File: src/rtl/ninjakun_busarb_if.sv
// ninjakun_busarb_if: CPU request/stall lines and the shared video bus,
// grouped for the arbiter and the blocks around it.
interface ninjakun_busarb_if #(
  parameter int AW = 16,
  parameter int DW = 8
);
  logic [1:0]    HWTYPE;
  logic [AW-1:0] CP0_ADR;
  logic [AW-1:0] CP1_ADR;
  logic          CP0_REQ;
  logic          CP1_REQ;
  logic          CP0_WR;
  logic          CP1_WR;
  logic [DW-1:0] CP0_DO;
  logic [DW-1:0] CP1_DO;
  logic          CP0_WAIT;
  logic          CP1_WAIT;
  logic [6:0]    BUS_CS;
  logic [AW-1:0] BUS_ADR;
  logic          BUS_WR;
  logic [DW-1:0] BUS_DO;
  logic          BUS_GNT;
  logic [DW-1:0] SCRX;
  logic [DW-1:0] SCRY;
  logic          ERR;

  modport master (
    output HWTYPE,
    output CP0_ADR, CP1_ADR,
    output CP0_REQ, CP1_REQ,
    output CP0_WR, CP1_WR,
    output CP0_DO, CP1_DO,
    input  CP0_WAIT, CP1_WAIT,
    input  BUS_CS, BUS_ADR, BUS_WR,
    input  BUS_DO, BUS_GNT,
    input  SCRX, SCRY, ERR
  );

  modport slave (
    input  HWTYPE,
    input  CP0_ADR, CP1_ADR,
    input  CP0_REQ, CP1_REQ,
    input  CP0_WR, CP1_WR,
    input  CP0_DO, CP1_DO,
    output CP0_WAIT, CP1_WAIT,
    output BUS_CS, BUS_ADR, BUS_WR,
    output BUS_DO, BUS_GNT,
    output SCRX, SCRY, ERR
  );
endinterface

File: src/rtl/ninjakun_busarb.sv
// ninjakun_busarb: two-CPU address decoder and round-robin video bus
// arbiter with grant timeout and Raiders5 scroll registers.
module ninjakun_busarb #(
  parameter int AW  = 16,
  parameter int DW  = 8,
  parameter int TMO = 255
) (
  input  logic             CLK,
  input  logic             RESET_N,
  ninjakun_busarb_if.slave b
);

  localparam logic [1:0] S_IDLE = 2'd0;
  localparam logic [1:0] S_G0   = 2'd1;
  localparam logic [1:0] S_G1   = 2'd2;
  localparam logic [7:0] TMOV   = TMO[7:0];

  // Target bits: {SCRY,SCRX,PAL,SPA,BGV,FGV,PSG}
  function automatic logic [6:0] dec(
    input logic       cpu,
    input logic [1:0] hw,
    input logic [15:0] a
  );
    logic [6:0] t;
    t = '0;
    unique case (hw)
      2'd0: begin
        t[0] = a[15:2] == 14'h2000;
        t[1] = a[15:11] == 5'b11000;
        t[2] = a[15:11] == 5'b11001;
        t[3] = a[15:11] == 5'b11010;
        t[4] = a[15:11] == 5'b11011;
      end
      2'd1: if (!cpu) begin
        t[0] = a[15:2] == 14'h3000;
        t[1] = a[15:11] == 5'b10100;
        t[2] = a[15:11] == 5'b10101;
        t[3] = a[15:11] == 5'b10110;
      end
      2'd2: if (!cpu) begin
        t[0] = a[15:2] == 14'h2800;
        t[3] = a[15:11] == 5'b10000;
        t[2] = a[15:11] == 5'b10001;
      end
      2'd3: if (!cpu) begin
        t[5] = a == 16'hA000;
        t[6] = a == 16'hA001;
        t[0] = a[15:2] == 14'h3000;
        t[3] = a[15:11] == 5'b10000;
        t[1] = a[15:11] == 5'b10001;
        t[2] = a[15:11] == 5'b10010;
        t[4] = a[15:11] == 5'b11010;
      end else begin
        t[5] = a == 16'hE000;
        t[6] = a == 16'hE001;
        t[0] = a[15:2] == 14'h2000;
      end
    endcase
    return t;
  endfunction

  logic [1:0]    st_q, st_d;
  logic [6:0]    cs_q, cs_d;
  logic [AW-1:0] adr_q, adr_d;
  logic          wr_q, wr_d;
  logic [DW-1:0] do_q, do_d;
  logic          gnt_q, gnt_d;
  logic          prio_q, prio_d;
  logic [7:0]    cnt_q, cnt_d;
  logic [1:0]    blk_q, blk_d;
  logic          err_q, err_d;
  logic [DW-1:0] scrx_q, scrx_d;
  logic [DW-1:0] scry_q, scry_d;

  logic [6:0] cs0, cs1;
  logic [1:0] req, hit, pend;
  logic       tmo, take, win, own, rel;

  assign cs0  = dec(1'b0, b.HWTYPE, b.CP0_ADR[15:0]);
  assign cs1  = dec(1'b1, b.HWTYPE, b.CP1_ADR[15:0]);
  assign req  = {b.CP1_REQ, b.CP0_REQ};
  assign hit  = {|cs1, |cs0};
  assign pend = req & hit & ~blk_q;
  assign own  = st_q == S_G1;
  assign tmo  = (TMOV != 8'd0) && (cnt_q >= TMOV - 8'd1);

  always_comb begin
    st_d   = st_q;
    cs_d   = cs_q;
    adr_d  = adr_q;
    wr_d   = wr_q;
    do_d   = do_q;
    gnt_d  = gnt_q;
    prio_d = prio_q;
    err_d  = err_q;
    scrx_d = scrx_q;
    scry_d = scry_q;
    cnt_d  = (cnt_q == TMOV) ? cnt_q : cnt_q + 8'd1;
    blk_d  = blk_q & req;
    take   = 1'b0;
    win    = 1'b0;
    rel    = 1'b0;
    unique case (st_q)
      S_IDLE: begin
        cnt_d = cnt_q;
        if (pend[0] && (!pend[1] || prio_q)) begin
          take = 1'b1;
        end else if (pend[1]) begin
          take = 1'b1;
          win  = 1'b1;
        end
      end
      S_G0, S_G1: begin
        if (!req[own]) begin
          rel = 1'b1;
        end else if (tmo) begin
          rel        = 1'b1;
          err_d      = 1'b1;
          blk_d[own] = 1'b1;
        end
        if (rel) begin
          st_d = S_IDLE;
          cs_d = '0;
          if (pend[~own]) begin
            take = 1'b1;
            win  = ~own;
          end
        end
      end
      default: begin
        st_d = S_IDLE;
        cs_d = '0;
      end
    endcase
    if (take) begin
      st_d   = win ? S_G1 : S_G0;
      cs_d   = win ? cs1 : cs0;
      adr_d  = win ? b.CP1_ADR : b.CP0_ADR;
      wr_d   = win ? b.CP1_WR : b.CP0_WR;
      do_d   = win ? b.CP1_DO : b.CP0_DO;
      gnt_d  = win;
      prio_d = win;
      cnt_d  = '0;
      if (wr_d && cs_d[5]) scrx_d = do_d;
      if (wr_d && cs_d[6]) scry_d = do_d;
    end
  end

  always_ff @(posedge CLK or negedge RESET_N) begin
    if (!RESET_N) begin
      st_q   <= S_IDLE;
      cs_q   <= '0;
      adr_q  <= '0;
      wr_q   <= 1'b0;
      do_q   <= '0;
      gnt_q  <= 1'b0;
      prio_q <= 1'b1;
      cnt_q  <= '0;
      blk_q  <= '0;
      err_q  <= 1'b0;
      scrx_q <= '0;
      scry_q <= '0;
    end else begin
      st_q   <= st_d;
      cs_q   <= cs_d;
      adr_q  <= adr_d;
      wr_q   <= wr_d;
      do_q   <= do_d;
      gnt_q  <= gnt_d;
      prio_q <= prio_d;
      cnt_q  <= cnt_d;
      blk_q  <= blk_d;
      err_q  <= err_d;
      scrx_q <= scrx_d;
      scry_q <= scry_d;
    end
  end

  assign b.CP0_WAIT = req[0] & hit[0] & (st_q != S_G0);
  assign b.CP1_WAIT = req[1] & hit[1] & (st_q != S_G1);
  assign b.BUS_CS   = cs_q;
  assign b.BUS_ADR  = adr_q;
  assign b.BUS_WR   = wr_q;
  assign b.BUS_DO   = do_q;
  assign b.BUS_GNT  = gnt_q;
  assign b.SCRX     = scrx_q;
  assign b.SCRY     = scry_q;
  assign b.ERR      = err_q;

endmodule
File: src/flat_wrapper.sv
// flat-port wrapper written by rule: the top's interface ports become plain ports
module ninjakun_busarb_flat 
#(
  parameter int AW  = 16,
  parameter int DW  = 8,
  parameter int TMO = 255
)
  (CLK, RESET_N, b_HWTYPE, b_CP0_ADR, b_CP1_ADR, b_CP0_REQ, b_CP1_REQ, b_CP0_WR, b_CP1_WR, b_CP0_DO, b_CP1_DO, b_CP0_WAIT, b_CP1_WAIT, b_BUS_CS, b_BUS_ADR, b_BUS_WR, b_BUS_DO, b_BUS_GNT, b_SCRX, b_SCRY, b_ERR);
  ninjakun_busarb_if #(.AW(AW), .DW(DW)) b_i ();
  input  logic CLK;
  input  logic RESET_N;
  input wire logic [$bits(b_i.HWTYPE)-1:0] b_HWTYPE;
  input wire logic [$bits(b_i.CP0_ADR)-1:0] b_CP0_ADR;
  input wire logic [$bits(b_i.CP1_ADR)-1:0] b_CP1_ADR;
  input wire logic [$bits(b_i.CP0_REQ)-1:0] b_CP0_REQ;
  input wire logic [$bits(b_i.CP1_REQ)-1:0] b_CP1_REQ;
  input wire logic [$bits(b_i.CP0_WR)-1:0] b_CP0_WR;
  input wire logic [$bits(b_i.CP1_WR)-1:0] b_CP1_WR;
  input wire logic [$bits(b_i.CP0_DO)-1:0] b_CP0_DO;
  input wire logic [$bits(b_i.CP1_DO)-1:0] b_CP1_DO;
  output wire logic [$bits(b_i.CP0_WAIT)-1:0] b_CP0_WAIT;
  output wire logic [$bits(b_i.CP1_WAIT)-1:0] b_CP1_WAIT;
  output wire logic [$bits(b_i.BUS_CS)-1:0] b_BUS_CS;
  output wire logic [$bits(b_i.BUS_ADR)-1:0] b_BUS_ADR;
  output wire logic [$bits(b_i.BUS_WR)-1:0] b_BUS_WR;
  output wire logic [$bits(b_i.BUS_DO)-1:0] b_BUS_DO;
  output wire logic [$bits(b_i.BUS_GNT)-1:0] b_BUS_GNT;
  output wire logic [$bits(b_i.SCRX)-1:0] b_SCRX;
  output wire logic [$bits(b_i.SCRY)-1:0] b_SCRY;
  output wire logic [$bits(b_i.ERR)-1:0] b_ERR;
  assign b_i.HWTYPE = b_HWTYPE;
  assign b_i.CP0_ADR = b_CP0_ADR;
  assign b_i.CP1_ADR = b_CP1_ADR;
  assign b_i.CP0_REQ = b_CP0_REQ;
  assign b_i.CP1_REQ = b_CP1_REQ;
  assign b_i.CP0_WR = b_CP0_WR;
  assign b_i.CP1_WR = b_CP1_WR;
  assign b_i.CP0_DO = b_CP0_DO;
  assign b_i.CP1_DO = b_CP1_DO;
  assign b_CP0_WAIT = b_i.CP0_WAIT;
  assign b_CP1_WAIT = b_i.CP1_WAIT;
  assign b_BUS_CS = b_i.BUS_CS;
  assign b_BUS_ADR = b_i.BUS_ADR;
  assign b_BUS_WR = b_i.BUS_WR;
  assign b_BUS_DO = b_i.BUS_DO;
  assign b_BUS_GNT = b_i.BUS_GNT;
  assign b_SCRX = b_i.SCRX;
  assign b_SCRY = b_i.SCRY;
  assign b_ERR = b_i.ERR;
  ninjakun_busarb #(.AW(AW), .DW(DW), .TMO(TMO)) u_core (.CLK(CLK), .RESET_N(RESET_N), .b(b_i));
endmodule
File: config.mk
export PLATFORM = sky130hd
export DESIGN_NAME = ninjakun_busarb_flat
export DESIGN_NICKNAME = d
export VERILOG_FILES = /design/src/rtl/ninjakun_busarb_if.sv /design/src/rtl/ninjakun_busarb.sv /design/src/flat_wrapper.sv
export SDC_FILE = /design/constraint.sdc
export NUM_CORES = 1
export LEC_CHECK = 0
export CAP_MARGIN = 10
export CORE_MARGIN = 4
export CORE_UTILIZATION = 35
export CTS_CLUSTER_DIAMETER = 150
export DETAILED_ROUTE_END_ITERATION = 8
export GPL_TIMING_DRIVEN = 0
export PLACE_DENSITY = 0.64
export SYNTH_ARGS = -nofsm -noshare
export SYNTH_HDL_FRONTEND = slang
export SYNTH_SLANG_ARGS = --single-unit
File: constraint.sdc
create_clock -name CLK -period 3.45 [get_ports CLK]
set_input_delay 0.69 -clock CLK [delete_from_list [all_inputs] [get_ports CLK]]
set_output_delay 0.69 -clock CLK [all_outputs]
set_load 0.005 [all_outputs]
Word-level counts from Yosys, hierarchy flattened --
Cells that the tools add are included.
Word-level totals: logic and storage cells 121, register bits after elaboration 63, input bits 56
Operators by class: bitwise logic cells 10, add/sub/neg operators 1, reductions and logical operators 18, mux-type cells 43, order comparisons 4, equality and inequality tests 33
Operator list (count):
- $eq A5 B5 Y1 const B | 14
- $eq A16 B16 Y1 const B | 4
- $eq A14 B14 Y1 const B | 4
- $mux W8 | 4
- $mux W7 | 3
- $mux W1 | 17
- $mux W16 | 1
- $mux W2 | 8
- $pmux W7 S2 | 1
- $reduce_or A7 Y1 | 2
- $add A8 B1 Y8 const B | 1
- $eq A8 B8 Y1 const B | 1
- $ge A8 B8 Y1 const B | 1
- $pmux W2 S4 | 1
- $reduce_and A2 Y1 | 4
- $and A2 B2 Y2 | 3
- $eq A2 B2 Y1 const B | 3
- $ne A2 B1 Y1 const B | 3
- $pmux W1 S2 | 3
- $pmux W1 S3 | 2
- $reduce_or A2 Y1 | 3
- $and A1 B1 Y1 | 4
- $eq A2 B1 Y1 const B | 2
- $logic_and A1 B1 Y1 | 4
- 14 further kinds | 16

Depth between registers and ports, before layout --
Gate-level depths: netlist of run 1.
word-level depth 14, mapped depth 14, gate-level depth less buffers 10

Worst setup path before layout of run 1 --
OpenSTA, ideal clock, no wires.
kind in2reg, from input b_HWTYPE[0], to register u_core.scrx_q[0], in the netlist u_core.b.SCRX[0], path slack -0.050 ns, buffers on the path 2, arrival time 3.375 ns, library setup time 0.125 ns, required time 3.325 ns, cell stages on the path 10, cell sequence inv_1 > ha_1 > o311a_1 > a211o_1 > or4_1 > clkbuf_2 > nor2_1 > buf_2 > mux2_2 > mux2_2
Between the ends: longest elaborated chain between the ends 14, elaborated cells on any way between the ends 37
Ends and longest elaborated chain:
- from (decl) | line flat_wrapper.sv:12 | input wire logic [$bits(b_i.HWTYPE)-1:0] b_HWTYPE;
- $eq A2 B1 Y1 (tied with other cells) | line ninjakun_busarb.sv:26 | unique case (hw)
- $reduce_or A2 Y1 (no source line)
- $pmux W1 S3 or $mux W1 (tied branches)
- $reduce_or A7 Y1 | line ninjakun_busarb.sv:82 | assign hit = {|cs1, |cs0};
- $and A2 B2 Y2 (2 in series) | line ninjakun_busarb.sv:83 | assign pend = req & hit & ~blk_q;
- $mux W1 (implied by the code) or $logic_not A1 Y1 (tied branches) | line ninjakun_busarb.sv:124, ninjakun_busarb.sv:106
- $mux W1 (implied by the code) or $logic_or A1 B1 Y1 (tied branches) | line ninjakun_busarb.sv:124, ninjakun_busarb.sv:106
- $mux W1 or $logic_and A1 B1 Y1 (tied branches) | line ninjakun_busarb.sv:124, ninjakun_busarb.sv:106
- $mux W1, on equally long branches | line ninjakun_busarb.sv:121, ninjakun_busarb.sv:106
- $pmux W1 S2 | line ninjakun_busarb.sv:103 | unique case (st_q)
- $mux W1 or $mux W7 (tied branches) | line ninjakun_busarb.sv:139, ninjakun_busarb.sv:137
- $logic_and A1 B1 Y1 | line ninjakun_busarb.sv:144 | if (wr_d && cs_d[5]) scrx_d = do_d;
- $reduce_and A2 Y1 (no source line)
- to (signal assigned) | line ninjakun_busarb.sv:174 | scrx_q <= scrx_d;
- to (decl) | line ninjakun_busarb.sv:72 | logic [DW-1:0] scrx_q, scrx_d;
Parallel ways exist; a longest one is shown, timed or not. The select of a mux whose other input is x is not followed. A chain may end at the register's enable or synchronous reset.

Worst setup path in the final report of run 1 --
from input b_CP1_ADR[1], to register u_core.do_q[7], in the netlist u_core.b.BUS_DO[7]
Between the ends: longest elaborated chain between the ends 11, elaborated cells on any way between the ends 21
Ends and longest elaborated chain:
- from (decl) | line flat_wrapper.sv:14 | input wire logic [$bits(b_i.CP1_ADR)-1:0] b_CP1_ADR;
- $eq A16 B16 Y1, on equally long branches | line ninjakun_busarb.sv:54, ninjakun_busarb.sv:55
- $mux W2 * | line ninjakun_busarb.sv:26
- $reduce_or A7 Y1 * | line ninjakun_busarb.sv:82
- $and A2 B2 Y2 * (2 in series) | line ninjakun_busarb.sv:83
- $mux W1 (implied by the code) or $logic_not A1 Y1 (tied branches) | line ninjakun_busarb.sv:124, ninjakun_busarb.sv:106
- $mux W1 (implied by the code) or $logic_or A1 B1 Y1 (tied branches) | line ninjakun_busarb.sv:124, ninjakun_busarb.sv:106
- $mux W1 or $logic_and A1 B1 Y1 (tied branches) | line ninjakun_busarb.sv:124, ninjakun_busarb.sv:106
- $mux W1, on equally long branches | line ninjakun_busarb.sv:121, ninjakun_busarb.sv:106
- $pmux W1 S2 | line ninjakun_busarb.sv:103
- $mux W8 | line ninjakun_busarb.sv:140 | do_d = win ? b.CP1_DO : b.CP0_DO;
- to (signal assigned) | line ninjakun_busarb.sv:168 | do_q <= do_d;
- to (decl) | line ninjakun_busarb.sv:66 | logic [DW-1:0] do_q, do_d;
Every way passes the cells marked *; elsewhere a longest branch is shown, timed or not. The select of a mux whose other input is x is not followed.

==> results of run 1 <==
layout by cell type, fill, tap and decap left out, types with 4 or more instances in the layout:
cell type	n
sky130_fd_sc_hd__xor2_1	5
sky130_fd_sc_hd__clkbuf_8	11
sky130_fd_sc_hd__buf_2	4
sky130_fd_sc_hd__nand2_1	39
sky130_fd_sc_hd__dlymetal6s2s_1	8
sky130_fd_sc_hd__a21oi_1	6
sky130_fd_sc_hd__nor3_1	5
sky130_fd_sc_hd__inv_1	8
sky130_fd_sc_hd__nand2b_1	4
sky130_fd_sc_hd__mux2_2	33
sky130_fd_sc_hd__buf_4	17
sky130_fd_sc_hd__a221o_1	5
sky130_fd_sc_hd__xnor2_1	6
sky130_fd_sc_hd__a22oi_1	14
sky130_fd_sc_hd__nor2b_1	5
sky130_fd_sc_hd__and2_1	4
sky130_fd_sc_hd__clkdlybuf4s50_1	87
sky130_fd_sc_hd__a21o_1	4
sky130_fd_sc_hd__dlygate4sd2_1	8
sky130_fd_sc_hd__nand4_1	7
sky130_fd_sc_hd__dfrtp_1	62
sky130_fd_sc_hd__ha_1	8
sky130_fd_sc_hd__nor2_1	23
logic make-up (layout without fill, tap and decap cells):
family,after synthesis,in the layout,share of synthesized area [%]
multiplexers,35,35,11.8
flip-flops,63,63,46.2
XOR/XNOR,11,11,2.82
buffers and inverters,26,163,3.59
AND/OR/NAND/NOR,115,115,17.3
adder cells (fa/ha/maj),12,12,4.40
AO/OA/AOI/OAI,60,60,13.9
area by class of cell:
cell class | instances | area (um^2) | area share, %
sequential | 63 | 1580 | 30.6
inverter | 10 | 37.5 | 0.728
clock buffer | 9 | 124 | 2.40
buffer | 15 | 116 | 2.26
tap | 129 | 161 | 3.13
timing repair buffer | 122 | 1210 | 23.4
multi-input combinational | 233 | 1860 | 36.1
clock inverter | 7 | 71.3 | 1.38
per-stage QoR:
step | instances | setup TNS, ps | cell area, um^2 | hold slack, ps
3_5_place_dp | 558 | -48540 | 4650 | 473
4_1_cts | 587 | 0 | 5120 | 475
2_1_floorplan | 322 | 0 | 3420 | 394
6_report | 588 | 0 | 5150 | 431
3_3_place_gp | 558 | -76040 | 4660 | 459
5_1_grt | 588 | 0 | 5150 | 494
power groups by stage:
stage               logic [uW]  registers (uW)  clock network (uW)
floorplan                  359            1090                   0
global placement           841            1090                   0
detailed placement         854            1100                   0
CTS                        877            1090                 662
global route               961            1120                 692
finish                     877            1090                 647
worst max-delay path, cell delays in order:
cell and delay, ps:
sky130_fd_sc_hd__clkdlybuf4s50_1 460, sky130_fd_sc_hd__nand4b_1 270, sky130_fd_sc_hd__o311a_1 160, sky130_fd_sc_hd__a211o_1 250, sky130_fd_sc_hd__buf_4 150, sky130_fd_sc_hd__or4_4 520
sky130_fd_sc_hd__and3_1 160, sky130_fd_sc_hd__buf_4 140, sky130_fd_sc_hd__or2_1 220, sky130_fd_sc_hd__buf_6 150, sky130_fd_sc_hd__buf_8 120, sky130_fd_sc_hd__mux2_4 280
worst max-delay path by stage:
stage,depth (start not counted),start,to
floorplan,13,b_HWTYPE[0],u_core.b.BUS_DO[0]$_DFFE_PN0P_
global placement,8,b_CP0_ADR[12],b_CP0_WAIT
detailed placement,8,b_CP0_ADR[12],b_CP0_WAIT
CTS,14,b_HWTYPE[1],u_core.cnt_q[1]$_DFFE_PN0P_
global route,10,b_CP0_ADR[15],u_core.b.SCRY[1]$_DFFE_PN0P_
finish,12,b_CP1_ADR[1],u_core.b.BUS_DO[7]$_DFFE_PN0P_
synth_stat cells, drive strengths merged (2+ instances only):
| cell | count | area, um^2 |
|---|---|---|
| xnor2 | 6 | 52.6 |
| mux2 | 35 | 402 |
| or2 | 2 | 12.5 |
| nor2b | 6 | 37.5 |
| o2bb2ai | 2 | 17.5 |
| nor4b | 3 | 32.5 |
| and2 | 4 | 25.0 |
| o21a | 2 | 15.0 |
| nand2b | 4 | 25.0 |
| a22oi | 14 | 105 |
| nor2 | 24 | 90.1 |
| a31oi | 2 | 12.5 |
| a21oi | 8 | 62.6 |
| o211ai | 2 | 15.0 |
| xor2 | 5 | 43.8 |
| inv | 10 | 37.5 |
| and3 | 3 | 18.8 |
| o21ai | 3 | 15.0 |
| a21o | 4 | 30.0 |
| a221o | 5 | 50.1 |
| nand4 | 7 | 43.8 |
| a211oi | 2 | 15.0 |
| nand4b | 2 | 17.5 |
| o221ai | 2 | 17.5 |
| dfrtp | 62 | 1550 |
| nor3 | 6 | 30.0 |
| o31a | 2 | 17.5 |
| nand2 | 39 | 146 |
| nand3 | 3 | 15.0 |
| nor4 | 6 | 43.8 |
| o21bai | 2 | 15.0 |
| clkbuf | 7 | 27.5 |
| ha | 12 | 150 |
| or4 | 3 | 26.3 |
| buf | 9 | 57.6 |
repair_timing:
action / in CTS / in global routing
setup endpoints to repair: 62 / 45
resized for setup: 48 / 16
hold buffers: 0 / 0
pin swaps: 10 / 6
gates cloned: 0 / 0
setup buffers: 14 / 1
per-layer routing:
layer | share of wire, % | vias up | track usage [%]
li1 | - | 1429 | -
met1 | 43 | 1487 | 21.9
met2 | 47 | 94 | 28.3
met3 | 9.0 | 10 | 6.20
met4 | 0.98 | 0 | 4.75
met5 | 0 | - | 0
sequential cells by signal (all words and copies together) (netlist names):
signal	cells
u_core.b.SCRX	8
u_core.b.BUS_ADR	16
u_core.cnt_q	8
u_core.st_q	2
u_core.b.SCRY	8
u_core.b.BUS_CS	7
u_core.prio_q	1
u_core.b.BUS_WR	1
u_core.b.ERR	1
u_core.blk_q	2
u_core.b.BUS_DO	8
u_core.b.BUS_GNT	1
==> implementation parameters, run 1 <==
Parameter                              Value

Timing
  Least-Margin Pin Slew ... 796 ps
  Number of failing hold endpoints at the final stage ... 0
  Setup repair after global routing missed its margin ... false
  Max frequency ... 299 MHz
  Setup slack after layout ... 102 ps
  Total of endpoints with negative setup slack in the final report ... 0
  Max Transition Viols Final ... 0
  Tightest slew margin relative to the limit ... 46.9%
  Setup Skew ... 9.05 ps
  Share of the clock period used by the worst path after layout ... 97.0%
  Time the final worst path needs with I/O delays and setup ... 3350 ps

Clock network
  CTS Root Buffer Type ... sky130_fd_sc_hd__clkbuf_8
  H-tree levels ... 3
  Clock transition at the register clock pins on the worst setup and hold paths after CTS ... 80 ps
  # clock sinks ... 63
  CTS buffer count ... 9
  Latest clock arrival within the worst-skew pair ... 340 ps
  Clock tree from TritonCTS ... done
  Largest buffer count on any clock path ... 2

Routing
  Via-per-instance ratio ... 5.14
  DRC violation total after the first TritonRoute iteration ... 170
  Routed len/inst ... 16.8 um
  Number of remaining DRC errors ... 0
  DR vias ... 3020
  Number of detailed-route iterations in the first pass ... 4
  Number of antenna-violating nets in the routed design ... 0
  Drt total wl ... 9880 um

Floorplan
  Die span in x ... 107 um
  Total Die Area ... 11400 um^2
  Cell row count ... 35
  Vert. Die Dim ... 107 um
  Core region area ... 9370 um^2
  Starting density of the core ... 36.4%
  Count of pins on the block boundary ... 108

Global routing
  Initial antenna violation count ... 0
  Via count of the first global-routing pass ... 3101
  Total routing usage reported by global routing ... 17.4%
  First-pass GRT wire length ... 15800 um
  Maximum number of pins on one net before global-route repair ... 64
  Total gr overflow ... 0

Layout
  Fraction of final layout cells with drive strength greater than 1 ... 24.4%
  Number of diodes ... 0
  Final cell utilization of the core ... 55.0%
  Count of fill cells added during filler insertion ... 851
  Area added between synthesis and finish ... 51.1%
  Fin nets ... 522

Logic synthesis
  Mapped Area ... 3410 um^2
  EDFF count, synth ... 0
  Share of flip-flops with an asynchronous set or reset after synthesis ... 100%
  Number of cells produced by synthesis ... 322
  Number of nets produced by synthesis ... 390
  Sequential share of the synthesized area ... 46.2%
  Top flip-flop cell by instance count after synthesis ... sky130_fd_sc_hd__dfrtp_1
  Seq cells post-synth ... 63
  Synthesized area per cell ... 10.6 um^2
  Warnings, synthesis ... 0
  Number of distinct standard cells referenced by the synthesized netlist ... 57

Critical path
  Crit path launch type ... input pin
  Setup Crit Path Kind ... input pin to flip-flop
  Arrival time reported for the critical path endpoint ... 3570 ps
  Slack of the worst reg-to-reg path ... 500 ps
  Worst-path maximum fanout ... 7
  Launching point of the worst reg2reg path ... u_core.cnt_q[0]$_DFFE_PN0P_
  Cell depth of the worst flop-to-flop path ... 14
  Worst r2r dst ... u_core.b.BUS_DO[7]$_DFFE_PN0P_
  Worst setup EP type ... flip-flop
  Critical Path RT ... 3670 ps

Placed design
  Worst setup slack after placement ... -1160 ps
  Sum of net half-perimeters after detailed placement ... 7180 um
  RePlAce Congestion ... 0.771
  Total of buffers placed on input and output ports ... 107

Power
  Final Total Pwr ... 2620 uW
  Cell internal power dissipation ... 1810 uW
  Combinational Power Share ... 33.5%
  Sw frac ... 30.8%
  Maximum vdd ir drop ... 0.000281 V
  Clock power share ... 24.7%
  Sequential cell fraction of total power ... 41.8%
  Pwr dens ... 507 nW/um^2
  Net Sw Power ... 805 uW
  Static Leakage ... 0.00229 uW

Hold path
  Worst hold path type ... input pin to async pin

Run status
  Outcome ... finished clean

Run
  Number of max-capacitance violations reported ... 0
No activity file was read; power rests on OpenSTA's default activity.
==> run 2: changes to the inputs <==
Settings changed: HOLD_SLACK_MARGIN set to 0.12, PLACE_DENSITY 0.64 to 0.62.
==> implementation parameters, run 2 (same netlist as run 1, synthesis figures left out) <==
Parameter                              Value

Layout
  Count of fill cells added during filler insertion ... 866
  Number of diodes ... 0
  Most frequent cells in the layout ... 87 x sky130_fd_sc_hd__clkdlybuf4s50_1, 62 x sky130_fd_sc_hd__dfrtp_1, 39 x sky130_fd_sc_hd__nand2_1
  Fraction of final layout cells with drive strength greater than 1 ... 24.7%
  Area added between synthesis and finish ... 51.2%
  Final Instance Count excl. Fillers ... 587
  Max FFs per register ... 16
  Fin nets ... 521
  Reg area ... 1580 um^2
  Commonest non-fill, non-tap cell in the layout ... sky130_fd_sc_hd__clkdlybuf4s50_1
  Area used by multi-input combinational logic ... 1870 um^2

Routing
  Number of antenna-violating nets in the routed design ... 0
  Number of detailed-route iterations in the first pass ... 5
  DRC violation total after the first TritonRoute iteration ... 106
  DR vias ... 2999
  Via-per-instance ratio ... 5.11
  Routed len/inst ... 17.0 um
  Number of remaining DRC errors ... 0
  Drt total wl ... 10000 um

Floorplan
  Die span in x ... 107 um
  Count of pins on the block boundary ... 108
  Vert. Die Dim ... 107 um
  Starting density of the core ... 36.4%
  Cell row count ... 35
  Total Die Area ... 11400 um^2
  Core region area ... 9370 um^2

Power
  Combinational Power Share ... 34.2%
  Sw frac ... 31.5%
  Maximum vdd ir drop ... 0.000315 V
  Cell internal power dissipation ... 1750 uW
  Sequential cell fraction of total power ... 42.6%
  Static Leakage ... 0.00229 uW
  Clock power share ... 23.2%
  Pwr dens ... 496 nW/um^2
  Net Sw Power ... 806 uW

Global routing
  Maximum number of pins on one net before global-route repair ... 64
  First-pass GRT wire length ... 16000 um
  Via count of the first global-routing pass ... 3116
  Initial antenna violation count ... 0
  Total routing usage reported by global routing ... 17.4%
  Total gr overflow ... 0

Critical path
  Arrival time reported for the critical path endpoint ... 2670 ps
  Worst setup EP type ... primary output
  Crit path launch type ... input pin
  Setup Crit Path Kind ... input pin to primary output
  Critical Path RT ... 2760 ps
  Worst-path maximum fanout ... 10

Hold path
  Worst hold path type ... input pin to async pin

Clock network
  CTS Root Buffer Type ... sky130_fd_sc_hd__clkbuf_8
  # clock sinks ... 63
  CTS buffer count ... 9
  Clock tree from TritonCTS ... done
  H-tree levels ... 3
  Post-cts hold buffer count ... 0
  Largest buffer count on any clock path ... 2
  Clock transition at the register clock pins on the worst setup and hold paths after CTS ... 80 ps
  Latest clock arrival within the worst-skew pair ... 330 ps

Run
  Number of max-capacitance violations reported ... 0

Run status
  Outcome ... finished clean

Timing
  Number of failing hold endpoints at the final stage ... 0
  Total of endpoints with negative setup slack in the final report ... 0
  Setup Skew ... 10.9 ps
  Share of the clock period used by the worst path after layout ... 97.4%
  Least-Margin Pin Slew ... 814 ps
  Max frequency ... 298 MHz
  Time the final worst path needs with I/O delays and setup ... 3360 ps
  Max Transition Viols Final ... 0
  Minimum hold slack ... 441 ps
  Setup repair after global routing missed its margin ... false
  Tightest slew margin relative to the limit ... 45.7%

Placed design
  Sum of net half-perimeters after detailed placement ... 7160 um
  RePlAce Congestion ... 0.859
  Post-Place Cells ... 558
  Total of buffers placed on input and output ports ... 107
## run 2: changes by cell type in the layout (fill, tap and decap cells not counted), moves of 2 or more
cell | before | now
sky130_fd_sc_hd__buf_4 | 17 | 15
sky130_fd_sc_hd__clkbuf_2 | 3 | 5
sky130_fd_sc_hd__clkinv_4 | 2 | 0
sky130_fd_sc_hd__clkinvlp_4 | 0 | 2
## run 2: routing by layer
layer	vias up	track usage (%)	wire length (um)
met5	-	0	0
met2	107	27.3	4640
met3	15	5.84	879
met4	0	5.30	131
met1	1454	22.6	4340
li1	1423	-	-
## run 2: critical path, stage by stage
cell and delay (ps):
sky130_fd_sc_hd__clkdlybuf4s50_1 510, sky130_fd_sc_hd__clkbuf_8 190, sky130_fd_sc_hd__nand2_1 80, sky130_fd_sc_hd__o32a_1 300
sky130_fd_sc_hd__o22ai_2 210, sky130_fd_sc_hd__nor3_2 110, sky130_fd_sc_hd__a21boi_2 190, sky130_fd_sc_hd__nor2b_2 160
sky130_fd_sc_hd__dlygate4sd2_1 240
## run 2: power by group through the flow
stage               logic, uW  clock network (uW)  registers (uW)
floorplan                 359                   0            1090
global placement          848                   0            1090
detailed placement        861                   0            1100
CTS                       886                 610            1090
global route              961                 640            1120
finish                    877                 593            1090
## run 2: worst paths after layout
kind / from / endpoint / slack (ps) / depth (start not counted)
min in group CLK: u_core.b.BUS_GNT$_DFFE_PN0P_ / u_core.b.BUS_GNT$_DFFE_PN0P_ / 480 / 1
hold reg to reg: u_core.b.BUS_GNT$_DFFE_PN0P_ / u_core.b.BUS_GNT$_DFFE_PN0P_ / 480 / 1
max in group asynchronous: RESET_N / u_core.b.BUS_ADR[1]$_DFFE_PN0P_ / 2470 / 1
setup / recovery: b_CP0_ADR[14] / b_CP0_WAIT / 90 / 9
hold / removal: RESET_N / u_core.b.BUS_DO[7]$_DFFE_PN0P_ / 440 / 1
setup reg to reg: u_core.cnt_q[0]$_DFFE_PN0P_ / u_core.b.BUS_DO[0]$_DFFE_PN0P_ / 460 / 14
## run 2: final cells by class
cell class,count,area share [%]
multi-input combinational,233,36.3
clock inverter,6,0.824
timing repair buffer,121,23.5
buffer,15,2.26
tap,129,3.13
clock buffer,10,2.67
sequential,63,30.6
inverter,10,0.727
## run 2: what timing repair did
action / 4_1_cts / 5_1_grt
pin swaps: 11 / 9
endpoints found under the setup margin: 61 / 36
buffers inserted: 10 / 4
resized for setup: 45 / 22
gates cloned: 0 / 0
## run 2: stage by stage
step                      setup TNS [ps]  util (%)  power [uW]  instance area (um^2)  worst slack, ps
after floorplan                        0         -        1450                  3420             21.4
after global placement            -71040      49.7        1940                  4660            -1030
after detailed placement          -46800      49.7        1960                  4650            -1050
after CTS                              0      54.2        2580                  5080             1.44
after global routing                   0      55.1        2720                  5160             3.24
final                                  0      55.1        2560                  5160             90.9
==> run 3: changes to the inputs <==
Settings changed: CORE_ASPECT_RATIO set to 0.6, CTS_CLUSTER_DIAMETER 150 to 50.
==> implementation parameters, run 3 (same netlist as run 1, synthesis figures left out) <==
Parameter                              Value

Routing
  Number of antenna-violating nets in the routed design ... 0
  DR vias ... 3022
  Number of detailed-route iterations in the first pass ... 4
  DRC violation total after the first TritonRoute iteration ... 231
  Via-per-instance ratio ... 5.10
  Drt total wl ... 10300 um
  Routed len/inst ... 17.4 um
  Number of remaining DRC errors ... 0

Timing
  Time the final worst path needs with I/O delays and setup ... 3380 ps
  Setup Skew ... 7.35 ps
  Setup slack after layout ... 69.1 ps
  Max frequency ... 296 MHz
  Share of the clock period used by the worst path after layout ... 98.0%
  Max Transition Viols Final ... 0
  Setup repair after global routing missed its margin ... false
  Number of failing hold endpoints at the final stage ... 0
  Tightest slew margin relative to the limit ... 47.5%
  Least-Margin Pin Slew ... 788 ps
  Total of endpoints with negative setup slack in the final report ... 0

Global routing
  First-pass GRT wire length ... 16200 um
  Total routing usage reported by global routing ... 18.1%
  Maximum number of pins on one net before global-route repair ... 64
  Total gr overflow ... 0
  Via count of the first global-routing pass ... 3020
  Initial antenna violation count ... 0

Critical path
  Critical Path RT ... 3660 ps
  Setup Crit Path Kind ... input pin to flip-flop
  Arrival time reported for the critical path endpoint ... 3590 ps
  Worst setup EP type ... flip-flop
  Crit path launch type ... input pin
  Worst-path maximum fanout ... 8

Layout
  Commonest non-fill, non-tap cell in the layout ... sky130_fd_sc_hd__clkdlybuf4s50_1
  Fraction of final layout cells with drive strength greater than 1 ... 26.4%
  Max FFs per register ... 16
  Most frequent cells in the layout ... 87 x sky130_fd_sc_hd__clkdlybuf4s50_1, 62 x sky130_fd_sc_hd__dfrtp_1, 39 x sky130_fd_sc_hd__nand2_1
  Number of diodes ... 0
  Final cell utilization of the core ... 57.4%
  Fin nets ... 525
  Area added between synthesis and finish ... 56.9%
  Count of fill cells added during filler insertion ... 809

Clock network
  Clock tree from TritonCTS ... done
  Latest clock arrival within the worst-skew pair ... 330 ps
  CTS buffer count ... 9
  Post-cts hold buffer count ... 0
  CTS Root Buffer Type ... sky130_fd_sc_hd__clkbuf_16
  H-tree levels ... 3
  # clock sinks ... 63
  Clock transition at the register clock pins on the worst setup and hold paths after CTS ... 60 ps
  Largest buffer count on any clock path ... 2

Placed design
  RePlAce Congestion ... 0.852
  Sum of net half-perimeters after detailed placement ... 7660 um
  Worst setup slack after placement ... -1310 ps
  Total of buffers placed on input and output ports ... 107

Floorplan
  Die span in x ... 135 um
  Cell row count ... 27
  Starting density of the core ... 36.6%
  Count of pins on the block boundary ... 108
  Vert. Die Dim ... 84.5 um
  Total Die Area ... 11400 um^2
  Core region area ... 9320 um^2

Run status
  Outcome ... finished clean

Hold path
  Worst hold path type ... input pin to async pin

Power
  Maximum vdd ir drop ... 0.000324 V
  Pwr dens ... 536 nW/um^2
  Static Leakage ... 0.00238 uW

Run
  Number of max-capacitance violations reported ... 0
## run 3: cell count changes in the layout (fill, tap and decap cells not counted), sizes merged, moves of 2 or more
cell,change
buf,+5
clkbuf,-2
clkdlybuf4s15,+2
dlygate4sd2,-2
inv,-2
## run 3: worst max-delay path, stage by stage
cell	delay [ps]
sky130_fd_sc_hd__clkdlybuf4s15_2	230
sky130_fd_sc_hd__inv_4	100
sky130_fd_sc_hd__ha_4	210
sky130_fd_sc_hd__o311a_1	350
sky130_fd_sc_hd__a211o_1	250
sky130_fd_sc_hd__buf_4	160
sky130_fd_sc_hd__or4_4	530
sky130_fd_sc_hd__and3_1	160
sky130_fd_sc_hd__buf_4	150
sky130_fd_sc_hd__or2_1	210
sky130_fd_sc_hd__buf_6	130
sky130_fd_sc_hd__buf_8	130
sky130_fd_sc_hd__mux2_4	290
## run 3: layout make-up
cell class                      instances  area (um^2)  share of cell area [%]
Clock inverter                          6         60.1                    1.12
Buffer                                 15          119                    2.22
Inverter                               10         42.5                   0.795
Tap cell                              130          163                    3.04
Multi-Input combinational cell        233         1900                    35.6
Clock buffer                           10          239                    4.46
Timing Repair Buffer                  125         1250                    23.3
Sequential cell                        63         1580                    29.5
## run 3: metrics by stage
stage	total power (uW)	std cells	TNS [ps]	cell area, um^2	hold WS [ps]
floorplan	1450	322	0	3420	394
global placement	1940	559	-82930	4660	452
detailed placement	1960	559	-58910	4650	466
CTS	2890	586	0	5220	473
global route	3040	592	0	5350	493
finish	2870	592	0	5350	428
## run 3: report_power, final
part	switching (uW)	total (uW)	internal, uW
Clock	316	889	573
Sequential	150	1100	945
Combinational	351	883	532
## run 3: repair_timing
action / in CTS / in global routing
pin swaps: 16 / 9
endpoints found under the setup margin: 62 / 37
buffers inserted: 12 / 6
gates resized for setup: 56 / 25
cloned: 0 / 0
## run 3: path summary, 6_finish.rpt
| check | start | cells after the start | slack [ps] | endpoint |
|---|---|---|---|---|
| min | RESET_N | 1 | 430 | u_core.b.BUS_ADR[12]$_DFFE_PN0P_ |
| max reg2reg | u_core.cnt_q[0]$_DFFE_PN0P_ | 14 | 430 | u_core.b.BUS_DO[7]$_DFFE_PN0P_ |
| min in group CLK | u_core.b.BUS_ADR[15]$_DFFE_PN0P_ | 1 | 470 | u_core.b.BUS_ADR[15]$_DFFE_PN0P_ |
| max in group asynchronous | RESET_N | 1 | 2470 | u_core.b.ERR$_DFFE_PN0P_ |
| min reg2reg | u_core.b.BUS_ADR[15]$_DFFE_PN0P_ | 1 | 470 | u_core.b.BUS_ADR[15]$_DFFE_PN0P_ |
| max | b_HWTYPE[1] | 13 | 70 | u_core.b.BUS_DO[7]$_DFFE_PN0P_ |
## run 3: per-layer routing
metal	part of all wire, %	up-vias	track usage (%)
li1	-	1441	-
met1	49	1431	26.5
met2	40	140	24.6
met3	10	10	7.49
met4	0.85	0	4.12
met5	0	-	0
